**src/rtl/uart_pkg.sv**
```systemverilog
// Shared types and codes for the UART TX arbiter: FSM states, parity/baud codes,
// and the round-robin pointer advance helper.
package uart_pkg;

  typedef enum logic [1:0] {
    IDLE    = 2'd0,
    LAUNCH  = 2'd1,
    BUSY    = 2'd2,
    RELEASE = 2'd3
  } state_e;

  localparam logic [1:0] PAR_ODD    = 2'b01;
  localparam logic [1:0] PAR_EVEN   = 2'b10;
  localparam logic [1:0] BAUD_9600  = 2'b10;
  localparam logic [1:0] BAUD_19200 = 2'b11;

  function automatic int rr_next(input int idx, input int n);
    return (idx + 1 >= n) ? 0 : idx + 1;
  endfunction

endpackage

```
**src/rtl/uart_rr_arbiter.sv**
```systemverilog
// Combinational round-robin pick: first set request at or after ptr, wrapping.
module uart_rr_arbiter #(
  parameter int NUM_REQ = 4,
  parameter int PW      = (NUM_REQ > 1) ? $clog2(NUM_REQ) : 1
) (
  input  logic [NUM_REQ-1:0] req,
  input  logic [PW-1:0]      ptr,
  output logic [NUM_REQ-1:0] grant_oh,
  output logic [PW-1:0]      grant_idx,
  output logic               valid
);

  int cand;

  always_comb begin
    grant_oh  = '0;
    grant_idx = '0;
    valid     = 1'b0;
    cand      = 0;
    for (int i = 0; i < NUM_REQ; i++) begin
      cand = int'(ptr) + i;
      if (cand >= NUM_REQ) cand = cand - NUM_REQ;
      if (!valid && req[cand]) begin
        valid          = 1'b1;
        grant_oh[cand] = 1'b1;
        grant_idx      = PW'(cand);
      end
    end
  end

endmodule

```
**src/rtl/uart_tx_arbiter.sv**
```systemverilog
// Round-robin sharing of one UART TxUnit among NUM_REQ byte sources.
// Optional frame watchdog enabled by defining UART_TX_ARB_WDOG_EN.
//   state   | meaning
//   IDLE    | no owner, arbitrating on req
//   LAUNCH  | winner latched, tx_send held until TxUnit reports active
//   BUSY    | frame in flight, waiting for tx_done
//   RELEASE | one cycle: ack (or tx_error on abort), grant dropped
module uart_tx_arbiter
  import uart_pkg::*;
#(
  parameter int NUM_REQ        = 4,
  parameter int TIMEOUT_CYCLES = 2000000
) (
  input  logic                   clock,
  input  logic                   reset_n,
  input  logic [NUM_REQ-1:0]     req,
  input  logic [8*NUM_REQ-1:0]   req_data,
  input  logic [2*NUM_REQ-1:0]   req_parity,
  input  logic [2*NUM_REQ-1:0]   req_baud,
  output logic [NUM_REQ-1:0]     grant,
  output logic [NUM_REQ-1:0]     ack,
  output logic                   busy,
  output logic                   tx_send,
  output logic [7:0]             tx_data,
  output logic [1:0]             tx_parity_type,
  output logic [1:0]             tx_baud_rate,
  input  logic                   tx_active,
  input  logic                   tx_done,
  output logic                   tx_error
);

  localparam int PW = (NUM_REQ > 1) ? $clog2(NUM_REQ) : 1;

  if (NUM_REQ < 2 || NUM_REQ > 8 || TIMEOUT_CYCLES < 2) begin : g_param_check
    $error("uart_tx_arbiter: NUM_REQ must be 2..8 and TIMEOUT_CYCLES >= 2");
  end

  state_e               state_q, state_d;
  logic [PW-1:0]        ptr_q, ptr_d;
  logic [PW-1:0]        winner_q, winner_d;
  logic [NUM_REQ-1:0]   grant_q, grant_d;
  logic [NUM_REQ-1:0]   ack_q, ack_d;
  logic                 busy_q, busy_d;
  logic                 tx_send_q, tx_send_d;
  logic [7:0]           tx_data_q, tx_data_d;
  logic [1:0]           tx_par_q, tx_par_d;
  logic [1:0]           tx_baud_q, tx_baud_d;
  logic                 tx_error_q, tx_error_d;

  logic [NUM_REQ-1:0]   arb_oh;
  logic [PW-1:0]        arb_idx;
  logic                 arb_valid;
  logic                 wdog_hit;
  int                   arb_sel;

  uart_rr_arbiter #(.NUM_REQ(NUM_REQ), .PW(PW)) u_rr (
    .req       (req),
    .ptr       (ptr_q),
    .grant_oh  (arb_oh),
    .grant_idx (arb_idx),
    .valid     (arb_valid)
  );

`ifdef UART_TX_ARB_WDOG_EN
  localparam int CW = $clog2(TIMEOUT_CYCLES);
  logic [CW-1:0] wdog_cnt_q, wdog_cnt_d;

  always_comb begin
    wdog_cnt_d = wdog_cnt_q;
    if (state_q == IDLE && arb_valid)
      wdog_cnt_d = '0;
    else if (state_q == LAUNCH || state_q == BUSY)
      wdog_cnt_d = wdog_cnt_q + 1'b1;
  end

  assign wdog_hit = (state_q == LAUNCH || state_q == BUSY) &&
                    (wdog_cnt_q == CW'(TIMEOUT_CYCLES - 1));

  always_ff @(posedge clock or negedge reset_n) begin
    if (!reset_n) wdog_cnt_q <= '0;
    else          wdog_cnt_q <= wdog_cnt_d;
  end
`else
  assign wdog_hit = 1'b0;
`endif

  always_comb begin
    state_d    = state_q;
    ptr_d      = ptr_q;
    winner_d   = winner_q;
    grant_d    = grant_q;
    ack_d      = '0;
    busy_d     = busy_q;
    tx_send_d  = tx_send_q;
    tx_data_d  = tx_data_q;
    tx_par_d   = tx_par_q;
    tx_baud_d  = tx_baud_q;
    tx_error_d = 1'b0;
    arb_sel    = int'(arb_idx);

    case (state_q)
      IDLE: begin
        if (arb_valid) begin
          state_d   = LAUNCH;
          grant_d   = arb_oh;
          winner_d  = arb_idx;
          busy_d    = 1'b1;
          tx_send_d = 1'b1;
          tx_data_d = req_data[8*arb_sel +: 8];
          tx_par_d  = req_parity[2*arb_sel +: 2];
          tx_baud_d = req_baud[2*arb_sel +: 2];
        end
      end
      LAUNCH, BUSY: begin
        // A frame that actually finished wins over a coincident timeout.
        if (tx_done || wdog_hit) begin
          state_d    = RELEASE;
          tx_send_d  = 1'b0;
          grant_d    = '0;
          ptr_d      = PW'(rr_next(int'(winner_q), NUM_REQ));
          if (tx_done) ack_d = grant_q;
          else         tx_error_d = 1'b1;
        end else if (state_q == LAUNCH && tx_active) begin
          state_d   = BUSY;
          tx_send_d = 1'b0;
        end
      end
      RELEASE: begin
        state_d = IDLE;
        busy_d  = 1'b0;
      end
      default: state_d = IDLE;
    endcase
  end

  always_ff @(posedge clock or negedge reset_n) begin
    if (!reset_n) begin
      state_q    <= IDLE;
      ptr_q      <= '0;
      winner_q   <= '0;
      grant_q    <= '0;
      ack_q      <= '0;
      busy_q     <= 1'b0;
      tx_send_q  <= 1'b0;
      tx_data_q  <= '0;
      tx_par_q   <= '0;
      tx_baud_q  <= '0;
      tx_error_q <= 1'b0;
    end else begin
      state_q    <= state_d;
      ptr_q      <= ptr_d;
      winner_q   <= winner_d;
      grant_q    <= grant_d;
      ack_q      <= ack_d;
      busy_q     <= busy_d;
      tx_send_q  <= tx_send_d;
      tx_data_q  <= tx_data_d;
      tx_par_q   <= tx_par_d;
      tx_baud_q  <= tx_baud_d;
      tx_error_q <= tx_error_d;
    end
  end

  assign grant          = grant_q;
  assign ack            = ack_q;
  assign busy           = busy_q;
  assign tx_send        = tx_send_q;
  assign tx_data        = tx_data_q;
  assign tx_parity_type = tx_par_q;
  assign tx_baud_rate   = tx_baud_q;
  assign tx_error       = tx_error_q;

endmodule

```
**config.mk**
```make
export PLATFORM = sky130hd
export DESIGN_NAME = uart_tx_arbiter
export DESIGN_NICKNAME = d
export VERILOG_FILES = /design/src/rtl/uart_pkg.sv /design/src/rtl/uart_rr_arbiter.sv /design/src/rtl/uart_tx_arbiter.sv
export SDC_FILE = /design/constraint.sdc
export NUM_CORES = 1
export LEC_CHECK = 0
export CELL_PAD_IN_SITES_DETAIL_PLACEMENT = 1
export CELL_PAD_IN_SITES_GLOBAL_PLACEMENT = 1
export CORE_UTILIZATION = 32
export DETAILED_ROUTE_END_ITERATION = 10
export MAX_ROUTING_LAYER = met4
export PLACE_DENSITY = 0.88
export SYNTH_ARGS = -nofsm -noshare
export SYNTH_HDL_FRONTEND = slang
export SYNTH_SLANG_ARGS = --single-unit
```
**constraint.sdc**
```tcl
create_clock -name clock -period 2.95 [get_ports clock]
set_input_delay 0.59 -clock clock [delete_from_list [all_inputs] [get_ports clock]]
set_output_delay 0.59 -clock clock [all_outputs]
set_load 0.1 [all_outputs]
```
==> results.sh <==
export IMPL_grt_use_total_pct=18.6
export IMPL_required_ns=3.11
export IMPL_worst_pin_slew_ns=0.732
export IMPL_p_switching_w=0.00186
export IMPL_seqCellArea_um2=701
export IMPL_grt_pass1_wl_um=9240
export IMPL_drtIter0Drc=46
export IMPL_end_kind="flop"
export IMPL_p_leak_nw=1.29
export IMPL_wl_per_cell_um=15.9
export IMPL_antenna_found_initial=0
export IMPL_yosys_area_share_simple_pct=17.0
export IMPL_grt_max_degree=29
export IMPL_grt_pass1_vias=1959
export IMPL_final_common_cell="clkdlybuf4s50_1"
export IMPL_ys_seq_area_share_pct=34.8
export IMPL_r2r_worst_path_cells=7
export IMPL_mappedNetlistArea_um2=2010
export IMPL_clkPwrFrac_pct=6.1
export IMPL_fillers=676
export IMPL_die_h_um=81.3
export IMPL_drive_above_1_share_pct=19.2
export IMPL_synth_mux_area_share_pct=17.1
export IMPL_powerDensity_nw_per_um2=1170
export IMPL_drv_cap=0
export IMPL_hold_path_class="reg2reg"
export IMPL_vias=1905
export IMPL_rsz0062_at_grt="no"
export IMPL_fmax_mhz=369
export IMPL_synth_top_area_share_pct=34.8
export IMPL_p_comb_share_pct=74.6
export IMPL_syn_inst=209
export IMPL_syn_num_nets=273
export IMPL_place_hpwl_um=4620
export IMPL_post_place_cells=359
export IMPL_clock_path_buffers=2
export IMPL_worstPathMaxFanout=10
export IMPL_drv_slew=0
export IMPL_seqPwrFrac_pct=19.3
export IMPL_grt_ovfl_total=0
export IMPL_relSlewSlack_pct=51.1
export IMPL_yosys_register_bits=28
export IMPL_nets=353
export IMPL_multiInputGateArea_um2=1200
export IMPL_fin_util_pct=47.9
export IMPL_holdBufCountCts=0
export IMPL_post_drt_via_cell_ratio=5.26
export IMPL_critical_path_class="in2reg"
export IMPL_routabilityCongestion=0.781
export IMPL_hold_depth=1
export IMPL_dr_pass1_iters=4
export IMPL_synth_top_family_by_area="compound AO/OA/AOI/OAI gates"
export IMPL_setup_viol=0
export IMPL_switching_share_pct=55.5
export IMPL_start_util_pct=33.6
export IMPL_die_area_um2=6610
export IMPL_rows=28
export IMPL_ys_warn_count=0
export IMPL_io_pins=79
export IMPL_synth_xor_area_share_pct=0
export IMPL_synth_compound_area_share_pct=20.2
export IMPL_area_delta_synth_final_pct=42.7
export IMPL_drt_total_wl_um=5740
export IMPL_cts_htree_levels=1
export IMPL_postCtsSetupBuffers=0
export IMPL_antenna_cells=0
export IMPL_yosysUniqueCellTypes=42
export IMPL_port_buffers=77
export IMPL_clkSinkCount=28
export IMPL_cts_resized=0
export IMPL_peakVddDrop_uv=688
export IMPL_syn_avg_cell_area_um2=9.63
export IMPL_chipWidth_um=81.3
export IMPL_start_kind="input port"
export IMPL_layout_common_cells="clkdlybuf4s50_1 (55), buf_4 (35), nand2_1 (28), dfrtp_1 (28), mux2i_1 (16)"
export IMPL_drc=0
export IMPL_fin_skew_ns=0.00273
export IMPL_hold_viol=0
export IMPL_synth_area_leaders="dfrtp_1 (35%), mux2i_1 (8.0%), a221o_1 (5.5%)"
export IMPL_total_power_w=0.00335
export IMPL_core_region_area_um2=5990
export IMPL_cts_clk_slew_worst_paths_ns=0.09
export IMPL_yosysTopAreaCell="dfrtp_1"
export IMPL_cts_root_buffer="clkbuf_8"
export IMPL_min_period_ns=2.71
export IMPL_synthAdderAreaFrac_pct=4.98
export IMPL_worstPathArrival_ns=2.87
export IMPL_final_antenna_net_count=0
export IMPL_fin_crit_sh_pct=91.9
export IMPL_intPower_w=0.00149
export IMPL_reg2reg_slack_ns=0.34
export IMPL_hold_slack_ns=0.500
export IMPL_cts_made_buffers=3
export IMPL_status="complete, no violations"
export IMPL_layout_cells_non_filler=362
export IMPL_insertion_delay_ns=0.27
export IMPL_cts_tree="done"
[cells in the mapped netlist (all sizes together)]
master	instances
a211oi	8
a21bo	1
a21o	3
a21oi	4
a221o	11
a22oi	5
a311o	4
a31oi	1
a32o	1
and2	1
and3	6
buf	10
clkbuf	5
conb	1
dfrtp	28
ha	8
inv	7
mux2	12
mux2i	16
mux4	1
nand2	28
nand2b	12
nand3	2
nor2	14
nor2b	5
nor3	1
nor4	1
o21a	1
o21ai	5
o22ai	2
o311ai	1
o31ai	1
o32a	1
o32ai	1
or3	1
[area by class of cell]
class,instances,area share [%]
well taps,75,3.27
repair buffers,90,28.3
flip-flops and latches,28,24.4
inverters,7,0.915
clock buffers,3,1.44
multi-input cells,159,41.7
[cells by family (layout without fill, tap and decap cells)]
group | after synthesis | after routing
adders and majority gates | 8 | 8
and+or+nand+nor | 71 | 71
muxes | 29 | 29
buffers and inverters | 22 | 100
DFF | 28 | 28
AOI/OAI and AO/OA | 50 | 50
other | 1 | 1
[state kept, by name (all words and copies together) (netlist names)]
name / flops
ptr_q: 2
tx_send: 1
winner_q: 2
ack: 4
tx_baud_rate: 2
state_q: 2
busy: 1
tx_parity_type: 2
tx_data: 8
grant: 4
[power by group through the flow]
stage / logic, W / registers [W] / clock network [W]
2_1_floorplan: 0.00113 / 0.00145 / 0
3_3_place_gp: 0.00244 / 0.000643 / 0
3_5_place_dp: 0.00252 / 0.000648 / 0
4_1_cts: 0.00252 / 0.000647 / 0.000214
5_1_grt: 0.00265 / 0.000666 / 0.000229
6_report: 0.00250 / 0.000647 / 0.000205
[metrics by stage]
| step | setup TNS (ns) | worst slack (ns) | cell area, um2 |
|---|---|---|---|
| floorplan | 0 | 0.346 | 2010 |
| global placement | 0 | 0.0953 | 2830 |
| detailed placement | -0.143 | -0.0466 | 2830 |
| CTS | 0 | 0.240 | 2870 |
| global route | 0 | 0.160 | 2870 |
| finish | 0 | 0.240 | 2870 |
[worst max-delay path, cell delays in order]
cell and delay [ns]:
clkdlybuf4s50_1 0.53, nand2b_1 0.07, and3_1 0.18, o311ai_1 0.40, a21o_2 0.39, mux2_2 0.39
a221o_1 0.32
[layer usage]
layer	part of all wire, %	routed length (um)	track usage (%)
met1	43	2490	21.9
met4	0.66	38	3.57
met2	52	2960	33.0
met5	0	0	-
met3	4.4	251	3.48
[path summary, 6_finish.rpt]
check	from	endpoint
worst max register to register	ptr_q[0]	grant[1]
worst max-delay path	req[0]	tx_data[2]
worst min register to register	winner_q[0]	ptr_q[0]
min in group asynchronous	reset_n	grant[3]
max in group asynchronous	reset_n	tx_data[6]
worst min-delay path	winner_q[0]	ptr_q[0]
No activity file was read; power rests on OpenSTA's default activity.
